**src/rtl/pipe_control_unit.sv**
```systemverilog
// ---------------------------------------------------------------------------
// pipe_control_unit
//
// Pipelined control unit for a small ARM-like core. Decodes the instruction in
// Decode, then carries the control word through Execute (_p0), Memory (_p1)
// and Writeback (_p2). Execute evaluates the condition field against a
// {N,Z,C,V} flags register and squashes side effects of instructions whose
// condition fails.
//
// Optional feature: define COND_EXEC_EN to enable conditional execution.
// Without it every instruction executes (CondExE = 1), the Cond field is
// ignored, and the flags register still updates from FlagWrite.
//
// Parameters
//   ALUCTRL_W    ALU control output width (3..8)
//   FLAG_W       condition flag width (4: N,Z,C,V)
//
// Ports
//   clk          clock, all state on rising edge
//   reset        asynchronous active-low reset
//   Op, Funct    instruction bits [27:26] and [25:20]
//   Rd           destination register field
//   Cond         condition field, instruction bits [31:28]
//   ALUFlags     {N,Z,C,V} produced by the ALU in Execute
//   StallE       hold the Execute control register
//   FlushE       replace Execute contents with a bubble (wins over StallE)
//   ImmSrcD      Decode immediate-extend select (combinational)
//   RegSrcD      Decode register-read select (combinational)
//   ALUControlE, ALUSrcE, MemtoRegE, BranchTakenE   Execute controls
//   RegWriteM, MemWriteM, MemtoRegM                 Memory controls
//   RegWriteW, MemtoRegW, PCSrcW                    Writeback controls
//   PCWrPending  a PC write is in flight in D, E or M
// ---------------------------------------------------------------------------
module pipe_control_unit #(
    parameter int ALUCTRL_W = 3,
    parameter int FLAG_W    = 4
) (
    input  logic                 clk,
    input  logic                 reset,
    input  logic [1:0]           Op,
    input  logic [5:0]           Funct,
    input  logic [3:0]           Rd,
    input  logic [3:0]           Cond,
    input  logic [FLAG_W-1:0]    ALUFlags,
    input  logic                 StallE,
    input  logic                 FlushE,
    output logic [1:0]           ImmSrcD,
    output logic [1:0]           RegSrcD,
    output logic [ALUCTRL_W-1:0] ALUControlE,
    output logic                 ALUSrcE,
    output logic                 MemtoRegE,
    output logic                 BranchTakenE,
    output logic                 RegWriteM,
    output logic                 MemWriteM,
    output logic                 MemtoRegM,
    output logic                 RegWriteW,
    output logic                 MemtoRegW,
    output logic                 PCSrcW,
    output logic                 PCWrPending
);

    localparam logic [ALUCTRL_W-1:0] ALU_ADD = ALUCTRL_W'(0);
    localparam logic [ALUCTRL_W-1:0] ALU_SUB = ALUCTRL_W'(1);
    localparam logic [ALUCTRL_W-1:0] ALU_AND = ALUCTRL_W'(2);
    localparam logic [ALUCTRL_W-1:0] ALU_ORR = ALUCTRL_W'(3);
    localparam logic [ALUCTRL_W-1:0] ALU_MOV = ALUCTRL_W'(4);

    // Data-processing command field Funct[4:1]
    localparam logic [3:0] CMD_AND = 4'b0000;
    localparam logic [3:0] CMD_SUB = 4'b0010;
    localparam logic [3:0] CMD_ADD = 4'b0100;
    localparam logic [3:0] CMD_CMP = 4'b1010;
    localparam logic [3:0] CMD_ORR = 4'b1100;
    localparam logic [3:0] CMD_MOV = 4'b1101;

    logic                 reg_write_d;
    logic                 mem_write_d;
    logic                 mem_to_reg_d;
    logic                 branch_d;
    logic                 alu_src_d;
    logic                 pc_src_d;
    logic [1:0]           flag_write_d;
    logic [ALUCTRL_W-1:0] alu_control_d;
    logic [1:0]           imm_src_d;
    logic [1:0]           reg_src_d;
    logic                 dp_known;
    logic                 dp_arith;

    logic                 reg_write_p0;
    logic                 mem_write_p0;
    logic                 mem_to_reg_p0;
    logic                 branch_p0;
    logic                 alu_src_p0;
    logic                 pc_src_p0;
    logic [1:0]           flag_write_p0;
    logic [ALUCTRL_W-1:0] alu_control_p0;

    logic                 reg_write_p1;
    logic                 mem_write_p1;
    logic                 mem_to_reg_p1;
    logic                 pc_src_p1;

    logic                 reg_write_p2;
    logic                 mem_to_reg_p2;
    logic                 pc_src_p2;

    logic [FLAG_W-1:0]    flags_q;
    logic                 cond_ex_e;

    // ---------------- Decode (combinational) ----------------
    always_comb begin
        reg_write_d   = 1'b0;
        mem_write_d   = 1'b0;
        mem_to_reg_d  = 1'b0;
        branch_d      = 1'b0;
        alu_src_d     = 1'b0;
        flag_write_d  = 2'b00;
        alu_control_d = ALU_ADD;
        imm_src_d     = 2'b00;
        reg_src_d     = 2'b00;
        dp_known      = 1'b0;
        dp_arith      = 1'b0;

        case (Op)
            2'b00: begin
                case (Funct[4:1])
                    CMD_ADD: begin
                        dp_known = 1'b1; dp_arith = 1'b1;
                        reg_write_d = 1'b1; alu_control_d = ALU_ADD;
                    end
                    CMD_SUB: begin
                        dp_known = 1'b1; dp_arith = 1'b1;
                        reg_write_d = 1'b1; alu_control_d = ALU_SUB;
                    end
                    CMD_CMP: begin
                        // Compare: subtract for flags only, no register write
                        dp_known = 1'b1; dp_arith = 1'b1;
                        alu_control_d = ALU_SUB;
                    end
                    CMD_AND: begin
                        dp_known = 1'b1;
                        reg_write_d = 1'b1; alu_control_d = ALU_AND;
                    end
                    CMD_ORR: begin
                        dp_known = 1'b1;
                        reg_write_d = 1'b1; alu_control_d = ALU_ORR;
                    end
                    CMD_MOV: begin
                        dp_known = 1'b1;
                        reg_write_d = 1'b1; alu_control_d = ALU_MOV;
                    end
                    default: begin
                        // Unrecognised command: leave as a bubble
                        dp_known = 1'b0;
                    end
                endcase
                if (dp_known) begin
                    alu_src_d    = Funct[5];
                    flag_write_d = {Funct[0], Funct[0] & dp_arith};
                end
            end
            2'b01: begin
                // Funct[0] is the load bit: LDR writes a register, STR memory
                imm_src_d = 2'b01;
                alu_src_d = 1'b1;
                if (Funct[0]) begin
                    reg_write_d  = 1'b1;
                    mem_to_reg_d = 1'b1;
                end else begin
                    mem_write_d  = 1'b1;
                    reg_src_d    = 2'b10;
                end
            end
            2'b10: begin
                imm_src_d = 2'b10;
                reg_src_d = 2'b01;
                alu_src_d = 1'b1;
                branch_d  = 1'b1;
            end
            default: begin
                // Op=11 decodes as a bubble
                branch_d = 1'b0;
            end
        endcase

        pc_src_d = branch_d | (reg_write_d & (Rd == 4'hF));
    end

    assign ImmSrcD = imm_src_d;
    assign RegSrcD = reg_src_d;

    // ---------------- Decode -> Execute ----------------
    always_ff @(posedge clk or negedge reset) begin
        if (!reset) begin
            reg_write_p0   <= 1'b0;
            mem_write_p0   <= 1'b0;
            mem_to_reg_p0  <= 1'b0;
            branch_p0      <= 1'b0;
            alu_src_p0     <= 1'b0;
            pc_src_p0      <= 1'b0;
            flag_write_p0  <= 2'b00;
            alu_control_p0 <= '0;
        end else if (FlushE) begin
            reg_write_p0   <= 1'b0;
            mem_write_p0   <= 1'b0;
            mem_to_reg_p0  <= 1'b0;
            branch_p0      <= 1'b0;
            alu_src_p0     <= 1'b0;
            pc_src_p0      <= 1'b0;
            flag_write_p0  <= 2'b00;
            alu_control_p0 <= '0;
        end else if (!StallE) begin
            reg_write_p0   <= reg_write_d;
            mem_write_p0   <= mem_write_d;
            mem_to_reg_p0  <= mem_to_reg_d;
            branch_p0      <= branch_d;
            alu_src_p0     <= alu_src_d;
            pc_src_p0      <= pc_src_d;
            flag_write_p0  <= flag_write_d;
            alu_control_p0 <= alu_control_d;
        end
    end

`ifdef COND_EXEC_EN
    logic [3:0] cond_p0;

    // ARM condition codes against {N,Z,C,V}
    function automatic logic cond_holds(input logic [3:0] cond, input logic [3:0] f);
        logic n, z, c, v;
        n = f[3]; z = f[2]; c = f[1]; v = f[0];
        case (cond)
            4'b0000: cond_holds = z;
            4'b0001: cond_holds = ~z;
            4'b0010: cond_holds = c;
            4'b0011: cond_holds = ~c;
            4'b0100: cond_holds = n;
            4'b0101: cond_holds = ~n;
            4'b0110: cond_holds = v;
            4'b0111: cond_holds = ~v;
            4'b1000: cond_holds = c & ~z;
            4'b1001: cond_holds = ~c | z;
            4'b1010: cond_holds = (n == v);
            4'b1011: cond_holds = (n != v);
            4'b1100: cond_holds = ~z & (n == v);
            4'b1101: cond_holds = z | (n != v);
            4'b1110: cond_holds = 1'b1;
            default: cond_holds = 1'b0;
        endcase
    endfunction

    always_ff @(posedge clk or negedge reset) begin
        if (!reset) begin
            cond_p0 <= 4'h0;
        end else if (FlushE) begin
            cond_p0 <= 4'h0;
        end else if (!StallE) begin
            cond_p0 <= Cond;
        end
    end

    assign cond_ex_e = cond_holds(cond_p0, flags_q[3:0]);
`else
    // Every instruction executes; Cond and the flag state are not consulted
    logic unused_cond;
    assign unused_cond = ^{Cond, flags_q};
    assign cond_ex_e   = 1'b1;
`endif

    // Flags written here are visible to the next instruction in Execute
    always_ff @(posedge clk or negedge reset) begin
        if (!reset) begin
            flags_q <= '0;
        end else if (!StallE && !FlushE) begin
            if (flag_write_p0[1] && cond_ex_e) flags_q[3:2] <= ALUFlags[3:2];
            if (flag_write_p0[0] && cond_ex_e) flags_q[1:0] <= ALUFlags[1:0];
        end
    end

    assign ALUControlE  = alu_control_p0;
    assign ALUSrcE      = alu_src_p0;
    assign MemtoRegE    = mem_to_reg_p0;
    assign BranchTakenE = branch_p0 & cond_ex_e;

    // ---------------- Execute -> Memory ----------------
    // A stalled Execute instruction stays put, so a bubble goes downstream
    always_ff @(posedge clk or negedge reset) begin
        if (!reset) begin
            reg_write_p1  <= 1'b0;
            mem_write_p1  <= 1'b0;
            mem_to_reg_p1 <= 1'b0;
            pc_src_p1     <= 1'b0;
        end else if (StallE) begin
            reg_write_p1  <= 1'b0;
            mem_write_p1  <= 1'b0;
            mem_to_reg_p1 <= 1'b0;
            pc_src_p1     <= 1'b0;
        end else begin
            reg_write_p1  <= reg_write_p0 & cond_ex_e;
            mem_write_p1  <= mem_write_p0 & cond_ex_e;
            mem_to_reg_p1 <= mem_to_reg_p0;
            pc_src_p1     <= pc_src_p0 & cond_ex_e;
        end
    end

    assign RegWriteM = reg_write_p1;
    assign MemWriteM = mem_write_p1;
    assign MemtoRegM = mem_to_reg_p1;

    // ---------------- Memory -> Writeback ----------------
    always_ff @(posedge clk or negedge reset) begin
        if (!reset) begin
            reg_write_p2  <= 1'b0;
            mem_to_reg_p2 <= 1'b0;
            pc_src_p2     <= 1'b0;
        end else begin
            reg_write_p2  <= reg_write_p1;
            mem_to_reg_p2 <= mem_to_reg_p1;
            pc_src_p2     <= pc_src_p1;
        end
    end

    assign RegWriteW = reg_write_p2;
    assign MemtoRegW = mem_to_reg_p2;
    assign PCSrcW    = pc_src_p2;

    // Execute term is ungated so a possible PC write is reported early
    assign PCWrPending = pc_src_d | pc_src_p0 | pc_src_p1;

endmodule
```
**config.mk**
```make
export PLATFORM = sky130hd
export DESIGN_NAME = pipe_control_unit
export DESIGN_NICKNAME = d
export VERILOG_FILES = /design/src/rtl/pipe_control_unit.sv
export SDC_FILE = /design/constraint.sdc
export NUM_CORES = 1
export LEC_CHECK = 0
export BUFFER_PORTS_ARGS = -buffer_cell sky130_fd_sc_hd__buf_2
export CORE_MARGIN = 5
export CORE_UTILIZATION = 35
export CTS_CLUSTER_DIAMETER = 40
export DETAILED_ROUTE_END_ITERATION = 8
export PLACE_DENSITY = 0.66
export SYNTH_ARGS = -nofsm -noshare
export SYNTH_HDL_FRONTEND = slang
export SYNTH_SLANG_ARGS = --single-unit
export TNS_END_PERCENT = 30
```
**constraint.sdc**
```tcl
create_clock -name clk -period 2.6 [get_ports clk]
set_clock_uncertainty 0.2 [all_clocks]
set_input_delay 0.26 -clock clk [delete_from_list [all_inputs] [get_ports clk]]
set_output_delay 0.26 -clock clk [all_outputs]
set_load 0.02 [all_outputs]
```
# Word level (Yosys, flattened, before mapping)

Index checks and enable logic that the tools add are counted.
W data, S select, Z words.

Memory bits (writable): 0
ROM bits: 0
Memories kept: 0
Bits in latches: 0
Output and inout port bits: 17
Bits of input ports: 24
Bits in registers: 16

Shifts and indexed selects: 0
Magnitude comparators: 0
Reduce and logical (&&, ||, !) cells: 6
Equality and inequality tests: 9
Bitwise gates (word level): 4
Multipliers: 0
Divide/modulo/power cells: 0
$add $sub $neg: 0
Mux-type cells: 34

Operator list:

| operator             | count |
|---|---|
| $mux W1              | 25 |
| $eq A4 B4 Y1 const B | 4 |
| $pmux W3 S4          | 1 |
| $mux W3              | 3 |
| $pmux W2 S2          | 2 |
| $reduce_or A6 Y1     | 1 |
| $reduce_or A5 Y1     | 1 |
| $eq A4 B2 Y1 const B | 1 |
| $eq A4 B3 Y1 const B | 1 |
| $logic_not A4 Y1     | 1 |
| $pmux W1 S2          | 2 |
| $reduce_or A2 Y1     | 2 |
| $or A1 B1 Y1         | 3 |
| $eq A2 B1 Y1 const B | 1 |
| $eq A2 B2 Y1 const B | 1 |
| $logic_not A2 Y1     | 1 |
| $mux W2              | 1 |
| $ne A2 B1 Y1 const B | 1 |
| $and A1 B1 Y1        | 1 |

# Depth between registers and ports, before layout

Depth after elaboration: 8
Depth in mapped cells: 5

# Worst setup path after synthesis

Ideal clock, no wire load.

Path kind: input-to-output
Start point: input Op[1]
End point: output PCWrPending
Path buffers: 0
Required time: 2.140 ns
Path slack: 0.959 ns
Cell stages on the path: 4
Arrival: 1.181 ns
Path through: inv_1 ha_1 a32oi_1 o21ai_0

Longest elaborated chain between the ends: 6

Ends and longest elaborated chain:

| what                                             | line | text |
|---|---|---|
| start, declared                                  | 40   | `input logic [1:0] Op,` |
| $eq A2 B1 Y1 or $logic_not A2 Y1 (tied branches) | -    |  |
| $pmux W1 S2                                      | 124  | `case (Op)` |
| $and A1 B1 Y1                                    | 186  | `pc_src_d = branch_d \| (reg_write_d & (Rd == 4'hF));` |
| $or A1 B1 Y1 *                                   | 186  |  |
| $or A1 B1 Y1 * (2 in a row)                      | 327  | `assign PCWrPending = pc_src_d \| pc_src_p0 \| pc_src_p1;` |
| end, declared                                    | 59   | `output logic PCWrPending` |

Mark *: on every way between the ends. The rest lies on a longest branch, timed or not.

# Worst setup path in the final report

Start point: input Op[0]
End point: output PCWrPending

The elaborated chain is that of the path after synthesis.

==> run_results.csv <==
group,metric,value,unit
sta,relSlewSlack,0.7759,
synth,synth_fp_nets,104,
critical_path,critPathSlowestCell,"a32oi_1",
global_routing,grt-ovfl-total,0,
detailed_routing,firstDrtPassIters,4,
final_layout,finalNetCount,138,
final_layout,syn2layout_area_growth,27.89,%
global_routing,first_global_vias,631,
die,top_level_ports,41,
global_routing,antenna_found_initial,0,
final_layout,largest_register_ffs,3,
synth,ys_types,31,
detailed_routing,drtIter0Drc,14,
hold_path,min-delay-start,"FlushE",
final_layout,antennaDiodeCount,0,
die,start_util,0.3604,
clock_network,cts.root.buffer_cell,"clkbuf_4",
detailed_routing,drc_errors,0,
sta,worst_slew_pin_slew,0.3361,ns
die,dieArea,0.003306,sq mm
sta,rsz0062_at_grt,"no",
die,die_h,57.50,microns
clock_network,numCtsBuffers,3,
power,power_leakage,0.5350,nW
synth,netlist_top_cells_area,"dfrtp_1 51%, ha_1 7.9%, nor2b_1 4.8%, nand2_1 3.8%, a21oi_1 2.5%",
final_layout,finalInstanceArea,0.001010,sq mm
critical_path,cp.arrival,1.31,ns
clock_network,cts_max_level,1,
critical_path,path_common_cell,"buf_2",
sta,min_period,1.775,ns
critical_path,critPathRequiredTime,2.14,ns
critical_path,cp-end-kind,"output port",
clock_network,cts_sinks,16,
sta,setup_tns,0,ns
critical_path,path_max_fanout,5,
critical_path,cp_num_buf_inv,3,
hold_path,worstHoldPathType,"in2reg",
power,p_per_area,488.8,mW/mm^2
synth,ys_seq_area_frac,0.5071,
synth,synth_area,789.5,sq um
global_routing,grt_use_total,0.1018,
detailed_routing,vias_per_cell,4.809,
detailed_routing,wl_per_cell,11.84,microns
placed_design,dp_hpwl,1288,microns
placed_design,place_congestion,0.7271,
critical_path,path_cells,"buf_2 > inv_1 > ha_1 > a32oi_1 > o21ai_0 > buf_2",
critical_path,crit_family,"compound AO/OA/AOI/OAI gates",
detailed_routing,ant_nets,0,
placed_design,io_buffers,32,
sta,finalWorstSetupSlack,0.8251,ns
global_routing,grt_pass1_wl,2732,microns
clock_network,clock_path_buffers,2,
synth,synth-seq-cells,16,
synth,synth_top_area_cell,"dfrtp_1",
synth,synth_flop_cell,"dfrtp_1",
critical_path,r2r_cells,2,
hold_path,hold_depth,2,
critical_path,startpoint_type,"primary input",
clock_network,clk_pin_slew,0.09,ns
critical_path,startpoint,"Op[0]",
die,core_area,0.002191,sq mm
sta,hold_violations,0,
critical_path,crit_cells,6,
sta,slew_violations,0,
synth,synth_warnings,0,
critical_path,path_class,"in2out",
synth,avgSynthCellArea,10.53,sq um
final_layout,fin_util,0.4609,
sta,timing.fmax,0.5634,GHz
synth,async_reset_ff_frac,1.000,
critical_path,slowest_delay,0.31,ns
power,total_power,0.4936,mW
detailed_routing,wirelength,1610,microns
final_layout,drive_gt1_frac,0.3519,
power,ir_drop,0.0002441,V
clock_network,tritoncts,"yes",
sta,fin_crit_sh,0.6827,
sta,finalSetupViolations,0,
clock_network,clk_latency,0.28,ns
die,die_width,57.50,microns
flow_run,cap_violations,0,
synth,syn_inst,75,
critical_path,worstReg2RegStart,"ALUSrcE",
detailed_routing,num_vias,654,
outcome,status,"finished clean",
synth,synth_edf_count,0,
die,num_rows,17,
clock_network,cts.repair.resized,0,
placed_design,place_ws,0.8314,ns
synth,synth.top_cell.area_share,0.5071,
placed_design,placed_area,963.4,sq um
global_routing,grt_max_degree,19,
-- per-layer routing --
layer,GRT usage,routed length (microns),vias up
met4,0.04967,33,0
li1,-,-,326
met5,0,0,-
met1,0.1310,731,295
met3,0.01131,147,4
met2,0.1677,697,29
-- logic make-up after synthesis --
| kind of cell | count (synthesis) | share of synthesized area |
|---|---|---|
| xor gates and xnor gates | 1 | 0.01110 |
| DFF | 16 | 0.5071 |
| AOI/OAI and AO/OA | 13 | 0.1094 |
| and+or+nand+nor | 30 | 0.2124 |
| muxes | 3 | 0.03962 |
| adders and majority gates | 5 | 0.07924 |
| buffers and inverters | 7 | 0.04120 |
-- cell type report --
class	count	area (sq um)
clock buffer	4	36.28
fill	209	1181
inverter	3	11.26
multi-input combinational	52	356.6
sequential	16	400.4
tap	28	35.03
timing repair buffer	33	170.2
-- power breakdown --
part	switching (mW)	internal, mW
Sequential	0.00296	0.256
Combinational	0.0469	0.0307
Clock	0.0723	0.0852
Total	0.122	0.371
-- cell usage after synthesis (2+ instances only) --
cell / number
nand2_1: 8
dfrtp_1: 16
nor2b_1: 6
nor3_1: 2
a21oi_1: 4
nand3b_1: 2
mux2i_1: 2
buf_2: 2
o21ai_0: 2
nand2b_1: 3
ha_1: 5
inv_1: 3
nor2_1: 2
-- worst paths after layout --
kind,to,slack [ns]
max reg2reg,ALUSrcE,1.51
max,PCWrPending,0.83
min in group asynchronous,MemWriteM,0.21
max in group asynchronous,ALUControlE[0],1.75
min,ALUControlE[0],0.08
min reg2reg,RegWriteW,0.18
-- layout by cell type, fill, tap and decap left out, types with 2 or more instances in the layout --
cell,instances
buf_2,32
inv_1,3
mux2i_1,2
nor3_1,2
ha_1,5
nand2_1,8
nand2b_1,3
dfrtp_1,16
nand3b_1,2
nor2_1,2
o21ai_0,2
clkbuf_4,3
nor2b_1,6
a21oi_1,4
-- through the flow --
stage          std cells  hold slack (ns)
4_1_cts              136          0.07556
2_1_floorplan         75          -0.2356
3_5_place_dp         131        -0.009716
3_3_place_gp         131         -0.02020
5_1_grt              136          0.07516
6_report             136          0.08193
-- what timing repair did --
item | in CTS | in global routing
hold endpoints to repair | 16 | 0
endpoints found under the setup margin | 0 | 0
setup buffers | 0 | 0
hold buffers | 1 | 0
Note: power is estimated with default switching activity, not from simulation.
